<file path="src/rtl/reg_pkg.sv">
// rtl/reg_pkg.sv - shared register-file widths and types
package reg_pkg;

    localparam int REG_DATA_WIDTH_POW = 6;
    localparam int REG_MEM_DEPTH_POW  = 5;
    localparam int DW                 = 1 << REG_DATA_WIDTH_POW;
    localparam int NREG               = 1 << REG_MEM_DEPTH_POW;

    typedef logic [REG_MEM_DEPTH_POW-1:0] reg_idx_t;
    typedef logic [DW-1:0]                reg_data_t;

endpackage

</file>
<file path="src/rtl/rr_arbiter.sv">
// rtl/rr_arbiter.sv - round-robin one-hot arbiter with rotating priority pointer
module rr_arbiter #(
    parameter int NUM_REQ = 3,
    localparam int PW = (NUM_REQ > 1) ? $clog2(NUM_REQ) : 1
) (
    input  logic               clk_in,
    input  logic               reset,
    input  logic [NUM_REQ-1:0] req,
    input  logic               en,
    output logic [NUM_REQ-1:0] grant,
    output logic [PW-1:0]      ptr
);

    logic [PW-1:0] idx;
    logic [PW-1:0] win_idx;
    logic          found;

    // Search from ptr+1 with wrap; the first valid requester wins, nothing during reset
    always_comb begin
        grant   = '0;
        win_idx = ptr;
        found   = 1'b0;
        idx     = '0;
        for (int k = 1; k <= NUM_REQ; k++) begin
            idx = PW'((int'(ptr) + k) % NUM_REQ);
            if (!found && req[idx]) begin
                grant[idx] = 1'b1;
                win_idx    = idx;
                found      = 1'b1;
            end
        end
        if (reset) begin
            grant = '0;
        end
    end

    // Pointer follows the last winner so it drops to lowest priority next cycle
    always_ff @(posedge clk_in) begin
        if (reset) begin
            ptr <= PW'(NUM_REQ - 1);
        end else if (en) begin
            ptr <= win_idx;
        end
    end

endmodule

</file>
<file path="src/rtl/reg_wb_arbiter.sv">
// rtl/reg_wb_arbiter.sv - writeback port arbiter with pending-write scoreboard
module reg_wb_arbiter #(
    parameter int NUM_REQ            = 3,
    parameter int REG_DATA_WIDTH_POW = reg_pkg::REG_DATA_WIDTH_POW,
    parameter int REG_MEM_DEPTH_POW  = reg_pkg::REG_MEM_DEPTH_POW
) (
    input  logic                                                 clk_in,
    input  logic                                                 reset,
    input  logic [NUM_REQ-1:0]                                   req_valid,
    input  logic [NUM_REQ-1:0][REG_MEM_DEPTH_POW-1:0]            req_rd,
    input  logic [NUM_REQ-1:0][(1 << REG_DATA_WIDTH_POW)-1:0]    req_data,
    output logic [NUM_REQ-1:0]                                   req_ready,
    input  logic                                                 reserve_en,
    input  logic [REG_MEM_DEPTH_POW-1:0]                         reserve_rd,
    output logic [(1 << REG_MEM_DEPTH_POW)-1:0]                  busy_out,
    output logic                                                 rf_write_en,
    output logic [REG_MEM_DEPTH_POW-1:0]                         rf_rd,
    output logic [(1 << REG_DATA_WIDTH_POW)-1:0]                 rf_data_write
);

    localparam int WB_DW   = 1 << REG_DATA_WIDTH_POW;
    localparam int WB_NREG = 1 << REG_MEM_DEPTH_POW;
    localparam int ARB_PW  = (NUM_REQ > 1) ? $clog2(NUM_REQ) : 1;

    import reg_pkg::*;

    logic [NUM_REQ-1:0]           grant;
    logic [ARB_PW-1:0]            arb_ptr;
    logic                         xfer;
    logic [REG_MEM_DEPTH_POW-1:0] sel_rd;
    logic [WB_DW-1:0]             sel_data;
    logic                         we_q;
    logic [REG_MEM_DEPTH_POW-1:0] rd_q;
    logic [WB_DW-1:0]             data_q;
    logic [WB_NREG-1:0]           busy_q;
    logic [WB_NREG-1:0]           busy_next;

    rr_arbiter #(
        .NUM_REQ (NUM_REQ)
    ) u_rr_arbiter (
        .clk_in (clk_in),
        .reset  (reset),
        .req    (req_valid),
        .en     (xfer),
        .grant  (grant),
        .ptr    (arb_ptr)
    );

    assign req_ready = grant;
    assign xfer      = |grant;

    // The priority pointer must always name a real requester
    always_comb begin
        assert (reset || (int'(arb_ptr) < NUM_REQ));
    end

    // Steer the granted requester's destination and data to the output register
    always_comb begin
        sel_rd   = '0;
        sel_data = '0;
        for (int i = 0; i < NUM_REQ; i++) begin
            if (grant[i]) begin
                sel_rd   = req_rd[i];
                sel_data = req_data[i];
            end
        end
    end

    // Capture the winning write; x0 targets complete the handshake but never write
    always_ff @(posedge clk_in) begin
        if (reset) begin
            we_q   <= 1'b0;
            rd_q   <= '0;
            data_q <= '0;
        end else if (xfer) begin
            we_q   <= (sel_rd != '0);
            rd_q   <= sel_rd;
            data_q <= sel_data;
        end else begin
            we_q   <= 1'b0;
        end
    end

    // A write still in flight when reset is sampled must not reach the register file
    assign rf_write_en   = we_q & ~reset;
    assign rf_rd         = rd_q;
    assign rf_data_write = data_q;

    // Commit clears, reserve sets afterwards so a new producer wins a same-cycle collision
    always_comb begin
        busy_next = busy_q;
        if (rf_write_en) begin
            busy_next[rd_q] = 1'b0;
        end
        if (reserve_en && (reserve_rd != '0)) begin
            busy_next[reserve_rd] = 1'b1;
        end
        busy_next[0] = 1'b0;
    end

    // Scoreboard state
    always_ff @(posedge clk_in) begin
        if (reset) begin
            busy_q <= '0;
        end else begin
            busy_q <= busy_next;
        end
    end

    assign busy_out = busy_q;

endmodule
</file>
<file path="config.mk">
export PLATFORM = sky130hd
export DESIGN_NAME = reg_wb_arbiter
export DESIGN_NICKNAME = d
export VERILOG_FILES = /design/src/rtl/reg_pkg.sv /design/src/rtl/rr_arbiter.sv /design/src/rtl/reg_wb_arbiter.sv
export SDC_FILE = /design/constraint.sdc
export NUM_CORES = 1
export LEC_CHECK = 0
export CAP_MARGIN = 20
export CORE_AREA = 2 2 126 128
export CTS_CLUSTER_DIAMETER = 40
export DETAILED_ROUTE_END_ITERATION = 7
export DIE_AREA = 0 0 128 130
export GPL_TIMING_DRIVEN = 0
export PLACE_DENSITY = 0.83
export SLEW_MARGIN = 20
export SYNTH_ARGS = -nofsm -noshare
export SYNTH_HDL_FRONTEND = slang
export SYNTH_HIERARCHICAL = 1
export SYNTH_SLANG_ARGS = --single-unit
</file>
<file path="constraint.sdc">
create_clock -name clk_in -period 5.4 [get_ports clk_in]
set_input_delay 1.08 -clock clk_in [delete_from_list [all_inputs] [get_ports clk_in]]
set_output_delay 1.08 -clock clk_in [all_outputs]
set_load 0.1 [all_outputs]
</file>
### After elaboration in Yosys (flattened, before gate mapping)

Index checks and enable logic that the tools add are counted.

* $add $sub $neg: 3
* divide/modulo/power cells: 3
* order comparisons: 10
* mux-type cells: 33
* bitwise gates (word level): 8
* reductions and logical operators: 16

Operator list (number)
* $mux W64: 3
* $mod A32 B3 Y32 const B: 3
* $mux W32: 2
* $and A32 B32 Y32: 1
* $not A32 Y32: 1
* $or A32 B32 Y32: 1
* $mux W5: 3
* $lt A5 B6 Y1 const B: 2
* $mux W3: 4
* $demux W1 S5: 2
* $ge A5 B1 Y1 const B: 2
* $mux W1: 10
* $reduce_bool A5 Y1: 2
* $lt A2 B3 Y1 const B: 3
* $logic_and A1 B1 Y1: 8
* $add A2 B2 Y3 const B: 2
* $bmux W1 S2: 3
* $demux W1 S2: 3
* $ge A2 B1 Y1 const B: 3
* $mux W2: 3
* $or A3 B3 Y3: 2
* $add A2 B1 Y3 const B: 1
* $reduce_bool A3 Y1: 1
* $reduce_or A3 Y1: 1
* other kinds (5): 7

* register bits after elaboration: 104
* input bits: 218
* output and inout port bits: 105
* word-level logic and storage cells: 79

### Depth between registers and ports, before layout

Gate-level depths: netlist of the first run.

* depth after elaboration: 16
* depth in mapped cells: 15
* mapped depth without buffers: 12

### By module

The synthesis of the first run kept the hierarchy.

Modules (own cells, without submodules)
* reg_wb_arbiter: times used 1, cells an instance 515, area an instance 4533.1 um^2
* rr_arbiter: times used 1, cells an instance 56, area an instance 464.2 um^2

### Least setup slack after synthesis of the first run

Ideal clock, no wire load.

* path kind: in2reg
* start: input req_valid[0]
* end: register u_rr_arbiter.ptr[0]
* arrival: 5590 ps
* slack: -306 ps
* cell stages on the path: 11
* buffers on the path: 1
* cells stage by stage: mux2i_2 > o21ai_2 > nand3_1 > a311oi_1 > nor3_4 > inv_2 > buf_2 > inv_1 > or3_1 > a2bb2o_4 > o211a_1

* longest elaborated chain between the ends: 12

Ends and longest elaborated chain
* start, declared: line reg_wb_arbiter.sv:9 `input logic [NUM_REQ-1:0] req_valid,`
* $bmux W1 S2: line rr_arbiter.sv:26 `if (!found && req[idx]) begin`
* $mux W1 (not written as such): line rr_arbiter.sv:26
* $mux W1: line rr_arbiter.sv:26
* $logic_not A1 Y1: line rr_arbiter.sv:26
* $logic_and A1 B1 Y1: line rr_arbiter.sv:26
* $mux W1: line rr_arbiter.sv:26
* $logic_not A1 Y1: line rr_arbiter.sv:26
* $logic_and A1 B1 Y1: line rr_arbiter.sv:26
* $mux W3 *: line rr_arbiter.sv:26
* $mux W3 *: line rr_arbiter.sv:32 `if (reset) begin`
* named net req_ready[0]: line reg_wb_arbiter.sv:12 `output logic [NUM_REQ-1:0] req_ready,`
* $reduce_or A3 Y1 *: line reg_wb_arbiter.sv:50 `assign xfer = |grant;`
* named net xfer: line reg_wb_arbiter.sv:29 `logic xfer;`
* $reduce_and A2 Y1 (no source line) *
* end signal, assigned: line rr_arbiter.sv:40 `ptr <= PW'(NUM_REQ - 1);`
* end signal, assigned: line rr_arbiter.sv:42 `ptr <= win_idx;`
* end, declared: line rr_arbiter.sv:11 `output logic [PW-1:0] ptr`

The timed path passes the listed nets; every way through them passes the cells marked *. The select of a mux whose other input is x is not followed.
A chain may end at the register's enable or synchronous reset.

### Worst setup path after layout of the first run

* start: input req_valid[2]
* end: output req_ready[0]

* longest elaborated chain between the ends: 10

Ends and longest elaborated chain (line)
* $bmux W1 S2: rr_arbiter.sv:26
* $mux W1 (not written as such): rr_arbiter.sv:26
* $mux W1: rr_arbiter.sv:26
* $logic_not A1 Y1: rr_arbiter.sv:26
* $logic_and A1 B1 Y1: rr_arbiter.sv:26
* $mux W1: rr_arbiter.sv:26
* $logic_not A1 Y1: rr_arbiter.sv:26
* $logic_and A1 B1 Y1: rr_arbiter.sv:26
* $mux W3 *: rr_arbiter.sv:26
* $mux W3 *: rr_arbiter.sv:32
* end, declared: reg_wb_arbiter.sv:12

Mark *: on every way between the ends. The rest lies on a longest branch, timed or not. The select of a mux whose other input is x is not followed.

==> results.yml, run 1 <==
status:
  run_status: "completed"
synthesis:
  postSynth.topFlopCell: "dfxtp_1"
  postSynthCellCount: 571
  synth.cell_area_mm2: 0.004997
  combinational_family_with_the_most_area_after_synthesis: "compound AO/OA/AOI/OAI gates"
  synthSimpleGateAreaFrac: 0.1102
  synth.ff_latch_count: 103
  postSynthAreaPerCell_um2: 8.752
  compound_gate_portion_of_the_synthesized_area: 0.3751
  synth_edf_count: 0
  synth-seq-area-share: 0.4126
  yosys_warnings: 6
  synth-xor-area-share: 0
  yosys.area_share.adder: 0.01002
  asyncSetResetFlopFracSynth: 0
  synth.area.mux_share: 0.03305
  yosys.cell_types.count: 54
  mappedNetlistNets: 793
sta:
  setup_viol: 0
  fin_crit_sh: 0.9236
  period_minus_slack_ns: 4.988
  relSlewSlack: 0.2600
  hold_violations: 0
  rsz_0062_raised_after_global_routing: "no"
  fin_worst_hold_slack_ns: 0.4751
  skew_ns: 0.01315
  achievable-frequency_ghz: 0.2005
  finalSetupTns_ns: 0
  maxSlewViolCount: 0
  worst_slew_pin_slew_ns: 1.107
layout:
  drive_above_1_share: 0.07159
  multi_input_area_mm2: 0.002650
  nFillCells: 1363
  area.growth.synth_to_final_pct: 74.81
  n_antenna_cell: 0
  layout.cell_area.non_filler_mm2: 0.008736
  final_util: 0.5664
  nets: 1125
  ff_latch_area_mm2: 0.002062
critical_path:
  worst_ep_required_time_ns: 4.32
  endpoint_kind: "output pin"
  worst_r2r_startpoint: "u_rr_arbiter/ptr[0]$_SDFFE_PP0P_"
  criticalPathCategory: "input pin to output pin"
  worstPathMaxFanout: 7
  start_kind: "input pin"
  worst-endpoint-arrival_ns: 3.91
  crit_start: "req_valid[2]"
drt:
  drc: 0
  route.detailed.vias_per_inst: 5.543
  finalWirelength_mm: 21.79
  dr_total_vias: 6097
  final_antenna_net_count: 0
  drt_first_iter_violations: 377
  routedWlPerCell_um: 19.81
  dr.pass1.iters: 5
clocking:
  cts-htree-levels: 3
  cts_hold_buf: 0
  clock-sinks: 103
  post_cts.repair.setup_buffers: 0
  clock_latency_late_sink_ns: 0.35
  cts_resized: 0
  cts_buffer_depth: 2
  cts-buffers-inserted: 9
  cts_tree: "yes"
  clk_pin_slew_ns: 0.07
  clockRootBuffer: "clkbuf_16"
worst_hold_path:
  worst_hold_start: "busy_out[25]$_SDFF_PP0_"
  min-delay-path-class: "flip-flop to flip-flop"
placed_design:
  placement.cell_area_mm2: 0.008457
  gpl.final_weighted_congestion: 0.9284
  placement.io_buffers: 321
  place_hpwl_mm: 17.17
global_route:
  grt_pass1_vias: 5823
  largest_net_degree_at_the_start_of_global_routing: 18
  grt_pass1_wl_mm: 32.22
  grt_util_all_layers: 0.2523
  globalRouteOverflowTotal: 0
  antenna_found_initial: 0
pwr:
  cellPowerDensity_mw_per_mm2: 646.8
  totalPowerFinal_uw: 5650
  leak_uw: 0.003094
  worst_ir_drop_vdd_mv: 0.3698
floorplan:
  num_io_pins: 323
  dieHeight_um: 130
  fp.dieArea_mm2: 0.01664
  floorplan.die.width_um: 128
  std_cell_rows: 46
  core_region_area_mm2: 0.01542
  initial_core_util: 0.3240
job:
  cap_viol_max_count: 0
report_power, final:
part | switching, uW | internal [uW] | total, uW
combinational | 2780 | 1100 | 3880
sequential | 135 | 996 | 1130
clock | 313 | 328 | 641
total | 3220 | 2430 | 5650
through the flow:
step / setup slack [ns] / std cells
after floorplan: 0.4724 / 571
after global placement: 0.1888 / 1084
after detailed placement: 0.1962 / 1084
after CTS: 0.1896 / 1100
after global routing: 0.3184 / 1100
final: 0.4125 / 1100
cell usage after synthesis (5+ instances only):
| cell type | n | area [um2] |
|---|---|---|
| dfxtp_1 | 103 | 2062 |
| a21oi_1 | 100 | 500.5 |
| o22ai_1 | 58 | 362.9 |
| nand2_1 | 49 | 183.9 |
| o221ai_1 | 49 | 429.2 |
| o21ai_0 | 34 | 170.2 |
| clkbuf_1 | 29 | 108.9 |
| nor2_1 | 16 | 60.06 |
| buf_2 | 14 | 70.07 |
| mux2i_1 | 14 | 140.1 |
| o221ai_2 | 10 | 150.1 |
| o21ai_1 | 8 | 40.04 |
| nand3b_1 | 7 | 52.55 |
| inv_1 | 6 | 22.52 |
| nand2b_1 | 5 | 31.28 |
| nor3b_1 | 5 | 37.54 |
state kept, by name, summed over array words and instances, names as in the netlist:
register,cells
rf_data_write,64
we_q,1
u_rr_arbiter/ptr,2
rf_rd,5
busy_out,31
layout by cell type, fill, tap and decap left out, drive strengths merged, types with 7 or more instances in the layout:
| cell | n |
|---|---|
| mux2i | 15 |
| o22ai | 58 |
| nand2 | 49 |
| inv | 12 |
| buf | 24 |
| o21ai | 43 |
| nand3b | 7 |
| nor2 | 16 |
| a21oi | 100 |
| clkbuf | 40 |
| clkdlybuf4s50 | 319 |
| dfxtp | 103 |
| o221ai | 59 |
critical path, cell delays in order:
cell,delay [ns]
clkdlybuf4s50_1,0.66
mux2i_2,0.15
o21ai_2,0.21
nand3_1,0.13
a311oi_2,0.44
clkdlybuf4s50_1,1.23
final cells by class:
type	count	area share
repair buffers	321	0.3675
multi-input cells	405	0.3034
flip-flops and latches	103	0.2360
plain buffers	53	0.02907
well taps	192	0.02750
clock buffers	10	0.02736
clock inverters	6	0.004870
inverters	10	0.004297
cell families (layout without fill, tap and decap cells):
kind of cell / after synthesis / count (layout)
AOI/OAI and AO/OA: 278 / 278
and+or+nand+nor: 106 / 106
DFF: 103 / 103
buffers and inverters: 63 / 400
muxes: 16 / 16
adders and majority gates: 4 / 4
other: 1 / 1
worst paths after layout:
kind                                       to  slack (ns)  depth (start not counted)
min reg2reg           busy_out[25]$_SDFF_PP0_        0.48                          2
max                              req_ready[0]        0.41                          6
max reg2reg  u_rr_arbiter/ptr[0]$_SDFFE_PP0P_        1.92                         13
min                   busy_out[25]$_SDFF_PP0_        0.48                          2
metal layers:
| layer | GRT usage | share of wire |
|---|---|---|
| met5 | 0 | 0 |
| met4 | 0.08920 | 0.027 |
| met3 | 0.06519 | 0.087 |
| met2 | 0.4300 | 0.50 |
| met1 | 0.3105 | 0.39 |
Note: power is estimated with default switching activity, not from simulation.
==> run 2, diff against run 1 <==
==> constraint.sdc (replaced) <==
create_clock -name clk_in -period 5.4 [get_ports clk_in]
set_input_delay 0.81 -clock clk_in [delete_from_list [all_inputs] [get_ports clk_in]]
set_output_delay 0.81 -clock clk_in [all_outputs]
set_load 0.1 [all_outputs]
==> run 2 against run 1 <==
Effect of this change: power barely moved; core utilization about the same; highest routed layer unchanged; die area stayed put; fmax up 7.0%; critical endpoint is now req_ready[1]; first-iteration DRC count is 5.3% lower; flip-flop and latch count is the same; hold slack better by 0.0010 ns.
==> results.yml, run 2 (same netlist as run 1, synthesis figures left out) <==
layout:
  nFillCells: 1364
  layout_commonest_cell: "clkdlybuf4s50_1"
  ff_latch_area_mm2: 0.002062
  nets: 1125
  mostFrequentLayoutCells: "clkdlybuf4s50_1, dfxtp_1, a21oi_1"
  drive_above_1_share: 0.07159
  final_util: 0.5662
  largest_reg_flops: 64
  n_antenna_cell: 0
  multi_input_area_mm2: 0.002650
  area.growth.synth_to_final_pct: 74.76
global_route:
  globalRouteOverflowTotal: 0
  met2_usage_in_global_routing: 0.4300
  largest_net_degree_at_the_start_of_global_routing: 18
  grt_util_all_layers: 0.2523
  grt_use_met3: 0.06519
  gr-max-usage-layer: "met2"
  grt_pass1_wl_mm: 32.22
  antenna_found_initial: 0
  gr-usage-met1: 0.3105
  grt_pass1_vias: 5823
pwr:
  cellPowerDensity_mw_per_mm2: 647.1
  leak_uw: 0.003078
  worst_ir_drop_vdd_mv: 0.3698
drt:
  dr_total_vias: 6094
  final_antenna_net_count: 0
  drc: 0
  drt_first_iter_violations: 357
  finalWirelength_mm: 21.78
  routedWlPerCell_um: 19.80
  route.detailed.vias_per_inst: 5.540
  dr.pass1.iters: 5
critical_path:
  endpoint_kind: "output pin"
  timing.critical_path.slowest_cell_delay_ns: 1.24
  worst_r2r_startpoint: "u_rr_arbiter/ptr[0]$_SDFFE_PP0P_"
  cp_num_buf_inv: 2
  r2r.worst_path.cells: 13
  worst-endpoint-arrival_ns: 3.85
  criticalPathCategory: "input pin to output pin"
  critical_path.cell_chain: "clkdlybuf4s50_1 -> and2_4 -> a2111oi_4 -> o21ai_1 -> a311oi_2 -> clkdlybuf4s50_1"
  cell_type_of_the_slowest_stage_on_the_worst_timing_path: "clkdlybuf4s50_1"
  cp_common_cell: "clkdlybuf4s50_1"
  rr_endpoint: "u_rr_arbiter/ptr[0]$_SDFFE_PP0P_"
  cp_top_family: "buffers and inverters"
  worstPathMaxFanout: 6
  worst_ep_required_time_ns: 4.59
  r2r_slack_ns: 1.91
  start_kind: "input pin"
placed_design:
  preCtsSetupSlack_ns: 0.7362
  place_hpwl_mm: 17.17
  gpl.final_weighted_congestion: 0.9284
  placement.io_buffers: 321
clocking:
  clock-sinks: 103
  cts_hold_buf: 0
  clock_latency_late_sink_ns: 0.35
  cts_buffer_depth: 2
  cts-htree-levels: 3
  cts_tree: "yes"
  clk_pin_slew_ns: 0.07
  post_cts.repair.setup_buffers: 0
  cts_resized: 0
  clockRootBuffer: "clkbuf_16"
  cts-buffers-inserted: 9
floorplan:
  std_cell_rows: 46
  num_io_pins: 323
  dieHeight_um: 130
  fp.dieArea_mm2: 0.01664
  floorplan.die.width_um: 128
  core_region_area_mm2: 0.01542
  initial_core_util: 0.3240
sta:
  skew_ns: 0.01293
  setup_viol: 0
  relSlewSlack: 0.2599
  finalSetupTns_ns: 0
  achievable-frequency_ghz: 0.2145
  period_minus_slack_ns: 4.662
  worst_slew_pin_slew_ns: 1.107
  fin_worst_hold_slack_ns: 0.4762
  maxSlewViolCount: 0
  setup_ws_ns: 0.7378
  rsz_0062_raised_after_global_routing: "no"
  hold_violations: 0
  fin_crit_sh: 0.8634
job:
  cap_viol_max_count: 0
worst_hold_path:
  hold_end: "busy_out[15]$_SDFF_PP0_"
  min-delay-path-class: "flip-flop to flip-flop"
  worst_hold_start: "busy_out[15]$_SDFF_PP0_"
  worstHoldPathCells: 2
status:
  run_status: "completed"
==> run 2: power breakdown <==
part           leakage [uW]  switching (uW)  total (uW)  internal [uW]
Clock              0.000135             313         640            328
Sequential         0.000847             135        1130            996
Combinational       0.00210            2780        3880           1100
Total               0.00308            3230        5650           2430
==> run 2: worst max path at each step <==
stage                     cells after the start  slack (ns)                               end          from
after global placement                        6        0.73                      req_ready[1]  req_valid[1]
after global routing                          6        0.53                      req_ready[1]  req_valid[1]
after CTS                                     6        0.73                      req_ready[1]  req_valid[1]
after floorplan                              12        0.74  u_rr_arbiter/ptr[0]$_SDFFE_PP0P_  req_valid[1]
final                                         6        0.74                      req_ready[1]  req_valid[1]
after detailed placement                      6        0.74                      req_ready[1]  req_valid[1]
==> run 2: layout make-up <==
class	instances	share of cell area
plain buffers	53	0.02908
clock buffers	10	0.02736
clock inverters	6	0.004871
inverters	10	0.004298
multi-input cells	405	0.3034
flip-flops and latches	103	0.2361
well taps	192	0.02751
repair buffers	321	0.3673
==> run 2: per-layer routing <==
| metal | share of wire | wire length [um] | vias to the layer above |
|---|---|---|---|
| li1 | - | - | 2864 |
| met1 | 0.39 | 8462 | 2867 |
| met2 | 0.50 | 10840 | 321 |
| met3 | 0.088 | 1908 | 42 |
| met4 | 0.026 | 567 | 0 |
| met5 | 0 | 0 | - |
==> run 2: through the flow <==
| stage | total power (uW) | instances | area, um2 |
|---|---|---|---|
| floorplan | 3973 | 571 | 5004 |
| global placement | 4969 | 1084 | 8457 |
| detailed placement | 5016 | 1084 | 8457 |
| CTS | 5658 | 1100 | 8738 |
| global route | 5897 | 1100 | 8733 |
| finish | 5651 | 1100 | 8733 |
==> run 2: tightest hold or removal path, cell delays in order (launching register included) <==
cell     delay [ns]
dfxtp_1        0.31
o21ai_0        0.06
a21oi_1        0.06
